<file path="src/rtl/wb_port_arbiter.sv">
// wb_port_arbiter
// Shares the single integer register-file write port among REQ_NUM writeback
// requesters. A round-robin grant feeds a one-entry registered output stage
// with a valid/ready handshake toward the register file.
//
// Ports:
//   CLK, RSTn   clock (rising edge) and asynchronous active-low reset
//   req_valid   per-requester write request
//   req_ready   per-requester grant, one-hot or zero (combinational)
//   req_addr    packed destination addresses, requester i at [i*AW +: AW]
//   req_data    packed write data, requester i at [i*DW +: DW]
//   wr_valid    registered write toward the register file is valid
//   wr_ready    register file accepts the write this cycle
//   wr_addr     registered write address
//   wr_data     registered write data
//   flush       blocks new grants this cycle; the held entry still drains
module wb_port_arbiter #(
    parameter int unsigned REQ_NUM = 4,
    parameter int unsigned DW      = 64,
    parameter int unsigned AW      = 6
) (
    input  logic                  CLK,
    input  logic                  RSTn,
    input  logic [REQ_NUM-1:0]    req_valid,
    output logic [REQ_NUM-1:0]    req_ready,
    input  logic [REQ_NUM*AW-1:0] req_addr,
    input  logic [REQ_NUM*DW-1:0] req_data,
    output logic                  wr_valid,
    input  logic                  wr_ready,
    output logic [AW-1:0]         wr_addr,
    output logic [DW-1:0]         wr_data,
    input  logic                  flush
);

    localparam int unsigned PW = (REQ_NUM > 1) ? $clog2(REQ_NUM) : 1;

    logic [PW-1:0] ptr_q, ptr_d;
    logic          wr_valid_q, wr_valid_d;
    logic [AW-1:0] wr_addr_q, wr_addr_d;
    logic [DW-1:0] wr_data_q, wr_data_d;

    logic          accept;
    logic          gnt_found;
    logic [PW-1:0] gnt_idx;
    logic [PW-1:0] scan_idx;
    logic          xfer;

    logic [AW-1:0] addr_arr [REQ_NUM];
    logic [DW-1:0] data_arr [REQ_NUM];

    // Unpack the flat request buses so the granted slot can be selected by index.
    for (genvar i = 0; i < int'(REQ_NUM); i++) begin : g_unpack
        assign addr_arr[i] = req_addr[i*AW +: AW];
        assign data_arr[i] = req_data[i*DW +: DW];
    end

    // RSTn gates accept so no grant is visible while reset is held.
    assign accept = RSTn & ~flush & (~wr_valid_q | wr_ready);
    assign xfer   = accept & gnt_found;

    // Round-robin scan: first valid requester starting at ptr, wrapping.
    always_comb begin
        gnt_found = 1'b0;
        gnt_idx   = '0;
        scan_idx  = '0;
        for (int unsigned k = 0; k < REQ_NUM; k++) begin
            scan_idx = PW'((32'(ptr_q) + k) % REQ_NUM);
            if (!gnt_found && req_valid[scan_idx]) begin
                gnt_found = 1'b1;
                gnt_idx   = scan_idx;
            end
        end
    end

    // Next state of the pointer and the output stage.
    always_comb begin
        ptr_d      = ptr_q;
        wr_valid_d = wr_valid_q;
        wr_addr_d  = wr_addr_q;
        wr_data_d  = wr_data_q;
        if (xfer) begin
            ptr_d = PW'((32'(gnt_idx) + 32'd1) % REQ_NUM);
            if (addr_arr[gnt_idx] != '0) begin
                wr_valid_d = 1'b1;
                wr_addr_d  = addr_arr[gnt_idx];
                wr_data_d  = data_arr[gnt_idx];
            end else begin
                // Writes to the zero register are consumed and dropped; accept
                // guarantees the stage is empty or draining this cycle.
                wr_valid_d = 1'b0;
            end
        end else if (wr_valid_q && wr_ready) begin
            wr_valid_d = 1'b0;
        end
    end

    // Grant output: one-hot on the winner, zero when not accepting.
    always_comb begin
        req_ready = '0;
        if (xfer) begin
            req_ready[gnt_idx] = 1'b1;
        end
    end

    // State register.
    always_ff @(posedge CLK or negedge RSTn) begin
        if (!RSTn) begin
            ptr_q      <= '0;
            wr_valid_q <= 1'b0;
            wr_addr_q  <= '0;
            wr_data_q  <= '0;
        end else begin
            ptr_q      <= ptr_d;
            wr_valid_q <= wr_valid_d;
            wr_addr_q  <= wr_addr_d;
            wr_data_q  <= wr_data_d;
        end
    end

    assign wr_valid = wr_valid_q;
    assign wr_addr  = wr_addr_q;
    assign wr_data  = wr_data_q;

endmodule
</file>
<file path="config.mk">
export PLATFORM = sky130hd
export DESIGN_NAME = wb_port_arbiter
export DESIGN_NICKNAME = d
export VERILOG_FILES = /design/src/rtl/wb_port_arbiter.sv
export SDC_FILE = /design/constraint.sdc
export NUM_CORES = 1
export LEC_CHECK = 0
export ABC_AREA = 1
export BUFFER_PORTS_ARGS = -buffer_cell sky130_fd_sc_hd__buf_2
export CAP_MARGIN = 20
export CORE_ASPECT_RATIO = 0.75
export CORE_MARGIN = 3
export CORE_UTILIZATION = 28
export DETAILED_ROUTE_END_ITERATION = 8
export GPL_ROUTABILITY_DRIVEN = 0
export PLACE_DENSITY = 0.6
export SLEW_MARGIN = 20
export SYNTH_ARGS = -nofsm -noshare
export SYNTH_HDL_FRONTEND = slang
export SYNTH_SLANG_ARGS = --single-unit
</file>
<file path="constraint.sdc">
create_clock -name CLK -period 3.02 [get_ports CLK]
set_clock_uncertainty 0.1 [all_clocks]
set_input_delay 0.604 -clock CLK [delete_from_list [all_inputs] [get_ports CLK]]
set_output_delay 0.604 -clock CLK [all_outputs]
set_load 0.03 [all_outputs]
</file>
## After elaboration in Yosys (flattened, before gate mapping)

Cells that the tools add are included.

- Input port bits: 288
- Flip-flop bits (word level): 73
- Output and inout bits: 75
- Logic and storage cells: 61

- Reductions and logical operators: 11
- Bitwise operators: 7
- $lt $le $gt $ge: 7
- Mux-type cells: 28
- Add/subtract/negate cells: 4

Operators by type and width:

| operator | count |
|---|---|
| 64-bit binary-select mux with 2-bit select | 1 |
| 64-bit 2-to-1 mux | 2 |
| 2-bit by 3-bit < comparator with 1-bit output (second input constant) | 5 |
| 6-bit binary-select mux with 2-bit select | 1 |
| 1-bit 2-to-1 mux | 12 |
| 6-bit 2-to-1 mux | 2 |
| 1-bit binary-select mux with 2-bit select | 4 |
| 2-bit 2-to-1 mux | 4 |
| 6-bit nonzero test | 1 |
| 1-bit logical AND | 5 |
| 2-bit by 1-bit adder with 2-bit output (second input constant) | 2 |
| 2-bit adder (second input constant) | 2 |
| 4-bit 2-to-1 mux | 1 |
| 1-bit bitwise AND | 3 |
| 3-bit >= comparator (second input constant) | 1 |
| 1-bit zero test | 3 |
| 2-bit inverter with 3-bit output | 1 |
| 1-bit demux with 2-bit select | 1 |
| 2-bit by 1-bit >= comparator with 1-bit output (second input constant) | 1 |
| 1-bit inverter | 2 |
| 2-bit AND reduction | 1 |
| 2-bit nonzero test | 1 |
| 1-bit bitwise OR | 1 |

## Logic depth before layout (Yosys ltp)

Gate-level depths: netlist of the first run.

- Word-level depth: 19
- Mapped depth: 20
- Gate-level depth less buffers: 17

## Worst setup path before layout of the first run

OpenSTA, ideal clock, no wires.

- Path kind: input -> output
- Start point: in req_valid[3]
- End point: out req_ready[0]
- Path buffers: 2
- Stages on the path: 12
- Data required time: 2.316 ns
- Arrival: 2.511 ns
- Setup slack: -0.195 ns
- Cells stage by stage: inv_1 -> nand2_1 -> nand3_1 -> nand2_1 -> nor2_4 -> nand3_1 -> nand2_2 -> clkbuf_1 -> clkbuf_1 -> ha_1 -> inv_1 -> nor2_1

- Longest elaborated chain between the ends: 17
- Elaborated cells between the ends (all ways): 29
- Classes of those cells: order compare: 2; mux: 19; bitwise: 1; reduce/logical: 7

RTL lines:

| what | RTL line | text |
|---|---|---|
| start: declaration | 24 | `input logic [REQ_NUM-1:0] req_valid,` |
| 1-bit binary-select mux with 2-bit select | 68 | `if (!gnt_found && req_valid[scan_idx]) begin` |
| 1-bit 2-to-1 mux (not written as such) | 68 |  |
| 1-bit 2-to-1 mux | 68 |  |
| 1-bit zero test | 68 |  |
| 1-bit logical AND | 68 |  |
| 1-bit 2-to-1 mux | 68 |  |
| 1-bit zero test | 68 |  |
| 1-bit logical AND | 68 |  |
| 1-bit 2-to-1 mux | 68 |  |
| 1-bit zero test | 68 |  |
| 1-bit logical AND | 68 |  |
| 2-bit 2-to-1 mux | 68 |  |
| 2-bit by 3-bit < comparator with 1-bit output (not written as such) or 2-bit by 1-bit >= comparator with 1-bit output (tied branches) | 101 | `req_ready[gnt_idx] = 1'b1;` |
| 1-bit logical AND (not written as such) | 101 |  |
| 1-bit 2-to-1 mux (not written as such) | 101 |  |
| 1-bit demux with 2-bit select | 101 |  |
| 4-bit 2-to-1 mux * | 100 | `if (xfer) begin` |
| end: declaration | 25 | `output logic [REQ_NUM-1:0] req_ready,` |

Every way passes the cells marked *; elsewhere a longest branch is shown, timed or not. The select of a mux whose other input is x is not followed.

## Worst setup path in the final report of the first run

- Start point: reg ptr_q[0]
- End point: out req_ready[0]

- Longest elaborated chain between the ends: 17
- Elaborated cells between the ends (all ways): 32
- Classes of those cells: add/sub: 3; order compare: 2; mux: 19; bitwise: 1; reduce/logical: 7

RTL lines:

| what | RTL line | text |
|---|---|---|
| start: declaration | 37 | `logic [PW-1:0] ptr_q, ptr_d;` |
| start signal: assignment | 113 | `ptr_q <= ptr_d;` |
| branches (longest 16 deep; another with 2-bit by 3-bit < comparator with 1-bit output) | -- |  |
| 4-bit 2-to-1 mux * | 100 |  |

Every way passes the cells marked *. The select of a mux whose other input is x is not followed.

==> impl_metrics.ini, run 1 <==
[floorplan]
io_pins = 363
rows = 43
die_w_um = 167
core_um2 = 18700
die_area_um2 = 21100
die_y_um = 127
start_util_pct = 29.0

[cts]
cts_hold_buf = 0
cts_buffers = 9
clock_path_buffers = 2
insertion_delay_ns = 0.32
cts-root-buf = clkbuf_16
clkTransAtPathRegs_ns = 0.06
htree_levels = 3
cts_tree = yes
clock-sinks = 73

[power]
total_power_w = 0.0119
power_density_nw_per_um2 = 1510
ir_worst_vdd_mv = 1.41
leakagePower_nw = 4.43

[synth]
synth_cell_type_count = 24
yosys_warnings = 0
synth.most_common_cell = nand2_1
ys_seq_area_share_pct = 33.7
synthCells = 829
synth_top_area_cell = dfrtp_1
syn_area_per_cell_um2 = 6.55
syn_nets = 1121
synth_area_leaders = dfrtp_1, nand2_1, a32oi_1
ys_async_sr_fraction_pct = 100
synth.top_cell.area_share_pct = 33.7
synthTopCellsByCount = nand2_1, nand3_1, dfrtp_1, a21oi_1, a32oi_1
synth.ff_latch_count = 73
synth_edf_count = 0
netlist_area_um2 = 5430
synthFlopType = dfrtp_1

[route]
routed_wl_mm = 20.8
drcViolationCount = 0
drtPass1Iterations = 5
num_vias = 6880
drtIter0Drc = 382
drt-wirelength-per-cell_um = 14.7
ant_nets = 0
viasPerCell = 4.87

[timing]
fin_crit_sh_pct = 95.2
slew_headroom_pct = 50.7
fin_ws_ns = 0.144
fin_crit_ns = 2.88
worst_slew_pin_slew_ns = 0.740
hold_viol = 0
slew_violations = 0
report.final.setup_viol = 0
timing.setup.tns_ns = 0
fmax_ghz = 0.348

[place]
placed_area_um2 = 7450
pre_cts_ws_ns = 0.122
post-dp-hpwl_mm = 15.8
io_buffers = 362
placed_cells_incl_taps = 1389

[finish]
final_cells = 1413
multiInputGateArea_um2 = 3110
area_growth_pct = 45.1
drive_above_1_share_pct = 36.7
diodes = 0
nets = 1453
nFillCells = 2039
ff_latch_area_um2 = 1830
design_area_um2 = 7870

[grt]
antenna_found_initial = 1
grtUsageTotal_pct = 18.9
grt_max_degree = 129
gr-total-overflow = 0
grt_pass1_wl_mm = 33.1
grt_pass1_vias = 6655

[worst_hold_path]
hold_class = primary input to async pin

[run]
max_cap_violations = 0

[worst_setup_path]
reg2reg_depth = 19
worstPathArrival_ns = 2.17
r2r-start = ptr_q[0]
worstSetupEndpointType = output port
start_kind = register
critPathKind = register to output port
cp.required_ns = 2.32
regToRegSetupSlack_ns = 0.22
crit_fanout = 7
r2r-end = wr_data[29]

[outcome]
outcome = completed
[state kept, by name, indices dropped and copies added (netlist names)]
register,count
wr_data,64
wr_addr,6
ptr_q,2
wr_valid,1
[cell type report]
| cell class | instances | area share, % |
|---|---|---|
| clock buffer | 12 | 3.13 |
| sequential | 73 | 23.2 |
| multi-input combinational | 646 | 39.5 |
| tap | 247 | 3.92 |
| timing repair buffer | 389 | 27.1 |
| inverter | 42 | 2.16 |
| clock inverter | 4 | 0.969 |
[through the flow]
stage / hold slack (ns) / utilization, %
floorplan: 0.208 / -
global placement: 0.351 / 39.8
detailed placement: 0.354 / 39.8
CTS: 0.288 / 41.7
global route: 0.312 / 42.1
finish: 0.280 / 42.1
[routing by layer]
layer	part of all wire, %	up-vias	GRT usage (%)	wire (µm)
met4	0.94	2	3.35	196
met1	42	3148	23.9	8830
met2	49	266	33.3	10100
li1	-	3447	-	-
met3	8.0	17	4.77	1650
met5	0.034	-	0	7
[layout by cell type (no fill, tap or decap), types with 3 or more instances in the layout]
cell,n
nand2_1,387
buf_2,357
nand3_1,86
dfrtp_1,71
a21oi_1,64
a32oi_1,64
inv_1,37
buf_4,21
nand4_1,12
clkbuf_16,9
buf_12,8
nor2_1,6
nand3_2,5
nand2_2,4
nor2_2,4
ha_1,4
o21ai_0,3
[worst max-delay path by stage]
stage	from	end	slack (ns)
detailed placement	req_valid[3]	req_ready[3]	0.12
global placement	req_valid[3]	wr_data[47]	0.15
floorplan	req_valid[3]	req_ready[0]	0.04
global route	ptr_q[0]	req_ready[2]	-0.04
finish	ptr_q[0]	req_ready[0]	0.14
CTS	ptr_q[0]	req_ready[2]	0.01
[where the power goes]
part / leakage, nW / internal, W / total [W] / switching (W)
Sequential: 0.905 / 0.00147 / 0.00174 / 0.000269
Clock: 0.153 / 0.000748 / 0.00115 / 0.000403
Combinational: 3.37 / 0.00300 / 0.00897 / 0.00596
Total: 4.43 / 0.00522 / 0.0119 / 0.00663
[cell families after synthesis]
| kind of cell | share of synthesized area [%] |
|---|---|
| buffers and inverters | 9.80 |
| and+or+nand+nor | 39.0 |
| adders and majority gates | 0.922 |
| AOI/OAI and AO/OA | 16.6 |
| DFF | 33.7 |
[worst max-delay path: stages, from the launching register on]
cell and delay, ns:
dfrtp_2 0.46, buf_4 0.16, nand2_1 0.05, nand2_1 0.08
nand2_1 0.07, nand2_1 0.08, nor2_4 0.18, nand3_1 0.14
nand2_4 0.15, ha_1 0.16, inv_1 0.04, nor2_2 0.08
clkbuf_4 0.19
[what timing repair did]
action,4_1_cts,5_1_grt
resized for setup,4,14
setup buffers,3,4
pin swaps,0,6
gates cloned,1,0
endpoints found under the setup margin,4,4
Note: power is estimated with default switching activity, not from simulation.
==> inputs of run 2 (changes only) <==
--- a/config.mk
+++ b/config.mk
@@ -9,7 +9,7 @@
 export BUFFER_PORTS_ARGS = -buffer_cell sky130_fd_sc_hd__buf_2
 export CAP_MARGIN = 20
 export CORE_ASPECT_RATIO = 0.75
-export CORE_MARGIN = 3
+export CORE_MARGIN = 2
 export CORE_UTILIZATION = 28
 export DETAILED_ROUTE_END_ITERATION = 8
 export GPL_ROUTABILITY_DRIVEN = 0
==> run 2 against run 1 <==
Compared with the run above:
- total power decreased by 0.35%
- sequential share of layout area increased by 0.10 points
- maximum frequency increased by 1.1%
- combinational power increased by 1%
- critical endpoint is now req_ready[1]
- highest routed layer is now met4
==> impl_metrics.ini, run 2 (synthesized netlist as in run 1, its figures left out) <==
[grt]
grtUsageTotal_pct = 19.4
grt_pass1_vias = 6340
antenna_found_initial = 1
gr-total-overflow = 0
grt_pass1_wl_mm = 31.7
grt_max_degree = 71

[worst_setup_path]
crit_path_frequent_cell = nand2_1
start_kind = register
slowest_stage = dfrtp_2
critPathKind = register to output port
worstPathArrival_ns = 2.14
critical_path_buf_inv_count = 5
path_cells = buf_2, nand2_1, nand3_1, nand2_1, inv_2, nand2_1, nand2_4, nand3_4, inv_4, ha_1, inv_1, nor2_2, clkbuf_4
cp_top_family = simple AND/OR/NAND/NOR gates
crit_fanout = 6
slowest_delay_ns = 0.41
cp.required_ns = 2.32
worstSetupEndpointType = output port

[floorplan]
die_y_um = 125
die_w_um = 165
rows = 44
core_um2 = 19200
io_pins = 363
start_util_pct = 28.3
die_area_um2 = 20500

[place]
io_buffers = 362
post-dp-hpwl_mm = 15.5
pre_cts_ws_ns = 0.0549
placed_area_um2 = 7460

[route]
drt-wirelength-per-cell_um = 14.4
ant_nets = 0
viasPerCell = 4.80
num_vias = 6805
drtPass1Iterations = 4
routed_wl_mm = 20.5
drtIter0Drc = 333
drcViolationCount = 0

[finish]
final_common_cell = nand2_1
final_cell_mix = nand2_1, buf_2, nand3_1, dfrtp_1
design_area_um2 = 7830
nFillCells = 2086
fin_util_pct = 40.9
drive_above_1_share_pct = 36.8
nets = 1453
largest_register_ffs = 64
area_growth_pct = 44.4

[power]
swShare_pct = 56.7
power_density_nw_per_um2 = 1510
ir_worst_vdd_mv = 1.07
pwr-share-seq_pct = 14.6
total_power_w = 0.0118
p_sw_w = 0.00669
p_int_w = 0.00512
p_comb_share_pct = 77.1
leakagePower_nw = 4.41
power_frac_clock_pct = 8.4

[cts]
insertion_delay_ns = 0.33
cts-root-buf = clkbuf_16
cts_hold_buf = 0
cts_buffers = 9
clkTransAtPathRegs_ns = 0.06
clock-sinks = 73
clock_path_buffers = 2
htree_levels = 3
cts_tree = yes

[timing]
fin_crit_sh_pct = 94.2
fmax_ghz = 0.351
whs_ns = 0.249
fin_ws_ns = 0.174
slew_violations = 0
fin_crit_ns = 2.85
slew_headroom_pct = 62.0
hold_viol = 0
worst_slew_pin_slew_ns = 0.570
report.final.setup_viol = 0

[run]
max_cap_violations = 0

[outcome]
outcome = completed

[worst_hold_path]
hold_class = primary input to async pin
run 2: cell type report:
type	count	area [µm²]	area share (%)
Clock inverter	3	17.5	0.224
Multi-Input combinational cell	646	3120	39.8
Antenna cell	1	2.50	0.0319
Sequential cell	73	1830	23.3
Inverter	42	168	2.14
Tap cell	253	317	4.04
Timing Repair Buffer	389	2130	27.2
Clock buffer	11	253	3.23
run 2: path summary, 6_finish.rpt:
check,start,to,slack [ns],cells after the start
worst max-delay path,ptr_q[0],req_ready[1],0.17,13
worst min-delay path,RSTn,wr_data[11],0.25,2
worst max register to register,ptr_q[0],wr_data[29],0.29,18
worst min register to register,wr_data[55],wr_data[55],0.36,2
max in group asynchronous,RSTn,wr_data[51],1.68,3
min in group CLK,wr_ready,wr_valid,0.36,2
run 2: power by group through the flow:
stage | clock (W) | sequential [W] | combinational [W]
finish | 0.000987 | 0.00172 | 0.00910
global route | 0.00107 | 0.00177 | 0.0102
CTS | 0.00102 | 0.00174 | 0.00905
detailed placement | 0 | 0.00174 | 0.00893
global placement | 0 | 0.00173 | 0.00887
floorplan | 0 | 0.00260 | 0.00575
run 2: timing repair:
action                                  4_1_cts  5_1_grt
pin swaps                                     1        2
cloned                                        1        0
hold endpoints to repair                      0        0
resized for setup                             2       15
setup buffers                                 3        4
endpoints found under the setup margin        4        4
run 2: stage by stage:
stage,setup TNS (ns),std cells
floorplan,0,829
global placement,0,1395
detailed placement,0,1395
CTS,0,1413
global route,-0.00523,1417
finish,0,1418
run 2: routing by layer:
metal	global-route usage [%]	vias up	wire length (µm)
met5	0	-	0
met4	4.71	0	335
met3	4.70	20	1540
met2	34.5	236	10100
met1	23.4	3108	8540
li1	-	3441	-
run 2: worst reg2reg max path, cell delays in order (launching register included):
cell and delay (ns):
dfrtp_2 0.44, buf_2 0.16, nand2_1 0.06, nand2_1 0.07, nand2_1 0.08, inv_1 0.06, nor2_1 0.19, nand3_4 0.14
nand3_4 0.13, buf_4 0.18, nand2_1 0.06, nand3_1 0.07, nand2_1 0.08, nor2_1 0.20, nand3_4 0.18, nand2_4 0.13
buf_12 0.20, nand2_1 0.09, nand2_1 0.06
==> inputs of run 3 (changes only) <==
--- a/config.mk
+++ b/config.mk
@@ -13,7 +13,9 @@
 export CORE_UTILIZATION = 28
 export DETAILED_ROUTE_END_ITERATION = 8
 export GPL_ROUTABILITY_DRIVEN = 0
+export GPL_TIMING_DRIVEN = 0
 export PLACE_DENSITY = 0.6
+export REMOVE_ABC_BUFFERS = 1
 export SLEW_MARGIN = 20
 export SYNTH_ARGS = -nofsm -noshare
 export SYNTH_HDL_FRONTEND = slang
==> run 3 against run 2 <==
Compared with the run above:
- the run now ends with setup timing left
- critical path depth increased by 1
- register-to-register slack got worse by 0.17 ns
- combinational power increased by 24%
- sequential share of layout area decreased by 1.7 points
- critical endpoint is now req_ready[3]
- largest cell class unchanged
==> impl_metrics.ini, run 3 (synthesized netlist as in run 1, its figures left out) <==
[cts]
cts-root-buf = clkbuf_16
clkTransAtPathRegs_ns = 0.06
cts_buffers = 9
insertion_delay_ns = 0.34
cts_tree = yes
htree_levels = 3
clock-sinks = 73
cts_hold_buf = 0
clock_path_buffers = 2

[route]
drt-wirelength-per-cell_um = 16.4
drt-met1-wl_mm = 10.2
drcViolationCount = 0
num_vias = 7095
routed_wl_mm = 23.6
viasPerCell = 4.92
dr_wl_met3_mm = 1.75
dr_wl_met2_mm = 11.2
drtPass1Iterations = 5
ant_nets = 0
top_layer = met4
drtIter0Drc = 316

[outcome]
outcome = complete, but fails checks
violations = setup timing

[floorplan]
core_um2 = 19200
io_pins = 363
die_w_um = 165
die_area_um2 = 20500
start_util_pct = 28.3
die_y_um = 125
rows = 44

[timing]
fin_ws_ns = -0.0169
report.final.setup_viol = 2
fmax_ghz = 0.329
timing.setup.tns_ns = -0.0212
slew_headroom_pct = 61.6
fin_crit_sh_pct = 101
slew_violations = 0
worst_slew_pin_slew_ns = 0.576
hold_viol = 0
fin_crit_ns = 3.04
rsz0062_at_grt = yes

[grt]
antenna_found_initial = 1
grt_max_degree = 81
grt_pass1_wl_mm = 35.2
grtUsageTotal_pct = 22.0
grt_pass1_vias = 6591
gr-total-overflow = 0

[power]
power_density_nw_per_um2 = 1690
ir_worst_vdd_mv = 0.918
leakagePower_nw = 4.64

[run]
max_cap_violations = 0

[worst_setup_path]
r2r-start = ptr_q[0]
cp.required_ns = 2.32
start_kind = register
regToRegSetupSlack_ns = 0.12
r2r-end = wr_data[47]
critPathKind = register to output port
worstPathArrival_ns = 2.33
reg2reg_depth = 19
crit_fanout = 8
worstSetupEndpointType = output port

[finish]
design_area_um2 = 8450
final_common_cell = nand2_1
nFillCells = 2026
final_cell_mix = nand2_1, buf_2, nand3_1, dfrtp_1
drive_above_1_share_pct = 39.5
nets = 1474
largest_register_ffs = 64
area_growth_pct = 55.7

[place]
io_buffers = 362
placed_area_um2 = 7390
post-dp-hpwl_mm = 14.5

[worst_hold_path]
hold_class = primary input to async pin
## run 3: cell count changes in the layout (fill, tap and decap cells not counted), sizes merged
| cell | change |
|---|---|
| bufinv | +3 |
| nand2 | +5 |
| buf | +12 |
| bufbuf | +2 |
| inv | +1 |
| clkbuf | -1 |
| clkinv | +1 |
## run 3: power by group
| group | leakage [nW] | switching (W) | internal, W |
|---|---|---|---|
| Sequential | 0.905 | 0.000244 | 0.00147 |
| Combinational | 3.57 | 0.00715 | 0.00416 |
| Clock | 0.163 | 0.000440 | 0.000812 |
## run 3: critical path, stage by stage, from the launching register on
cell and delay (ns):
dfrtp_2 0.46, buf_4 0.16, nand2_1 0.06, nand2_2 0.06, nand2_2 0.06, nand2_2 0.06, nor2_4 0.20, nand3_4 0.12
nand3_4 0.14, buf_16 0.16, clkinv_16 0.06, ha_1 0.17, inv_1 0.05, nor2_1 0.04, buf_4 0.16
## run 3: worst max path at each step
stage                       startpoint            to  slack, ns  cells past startpoint
after floorplan           req_valid[3]  req_ready[1]      -1.93                     12
after global placement    req_valid[3]      wr_valid      -4.02                     15
after detailed placement  req_valid[3]      wr_valid      -1.32                     16
after CTS                     ptr_q[0]  req_ready[2]     -0.007                     14
after global routing          ptr_q[1]  req_ready[0]      -0.09                     13
final                         ptr_q[0]  req_ready[3]      -0.02                     14
## run 3: timing repair
action                                  4_1_cts  5_1_grt
endpoints found under the setup margin       75       75
endpoints found under the hold margin         0        0
resized for setup                            31       29
gates cloned                                 10        2
setup buffers                                21        9
pin swaps                                    10        8
## run 3: final cells by class
type / instances / area [µm²] / area share [%]
timing repair buffer: 403 / 2420 / 28.6
sequential: 73 / 1830 / 21.7
clock buffer: 10 / 229 / 2.71
multi-input combinational: 651 / 3320 / 39.3
inverter: 42 / 201 / 2.38
tap: 253 / 317 / 3.75
timing repair inverter: 2 / 17.5 / 0.207
clock inverter: 6 / 115 / 1.36
antenna: 1 / 2.50 / 0.0296
## run 3: metrics by stage
stage               worst slack (ns)  power [W]  std cells  hold WS (ns)  util, %
floorplan                      -1.93    0.00762        760         0.208        -
global placement               -4.02    0.00861       1375         0.350     37.5
detailed placement             -1.32     0.0106       1382         0.353     38.6
CTS                         -0.00653     0.0136       1429         0.118     42.8
global route                 -0.0912     0.0155       1441         0.136     44.1
finish                       -0.0169     0.0143       1441         0.117     44.1
## run 3: per-layer routing
metal  global-route usage (%)  vias to the layer above
met5                        0                        -
met4                     5.37                        0
met3                     4.73                       22
met2                     37.5                      301
met1                     28.3                     3276
li1                         -                     3496
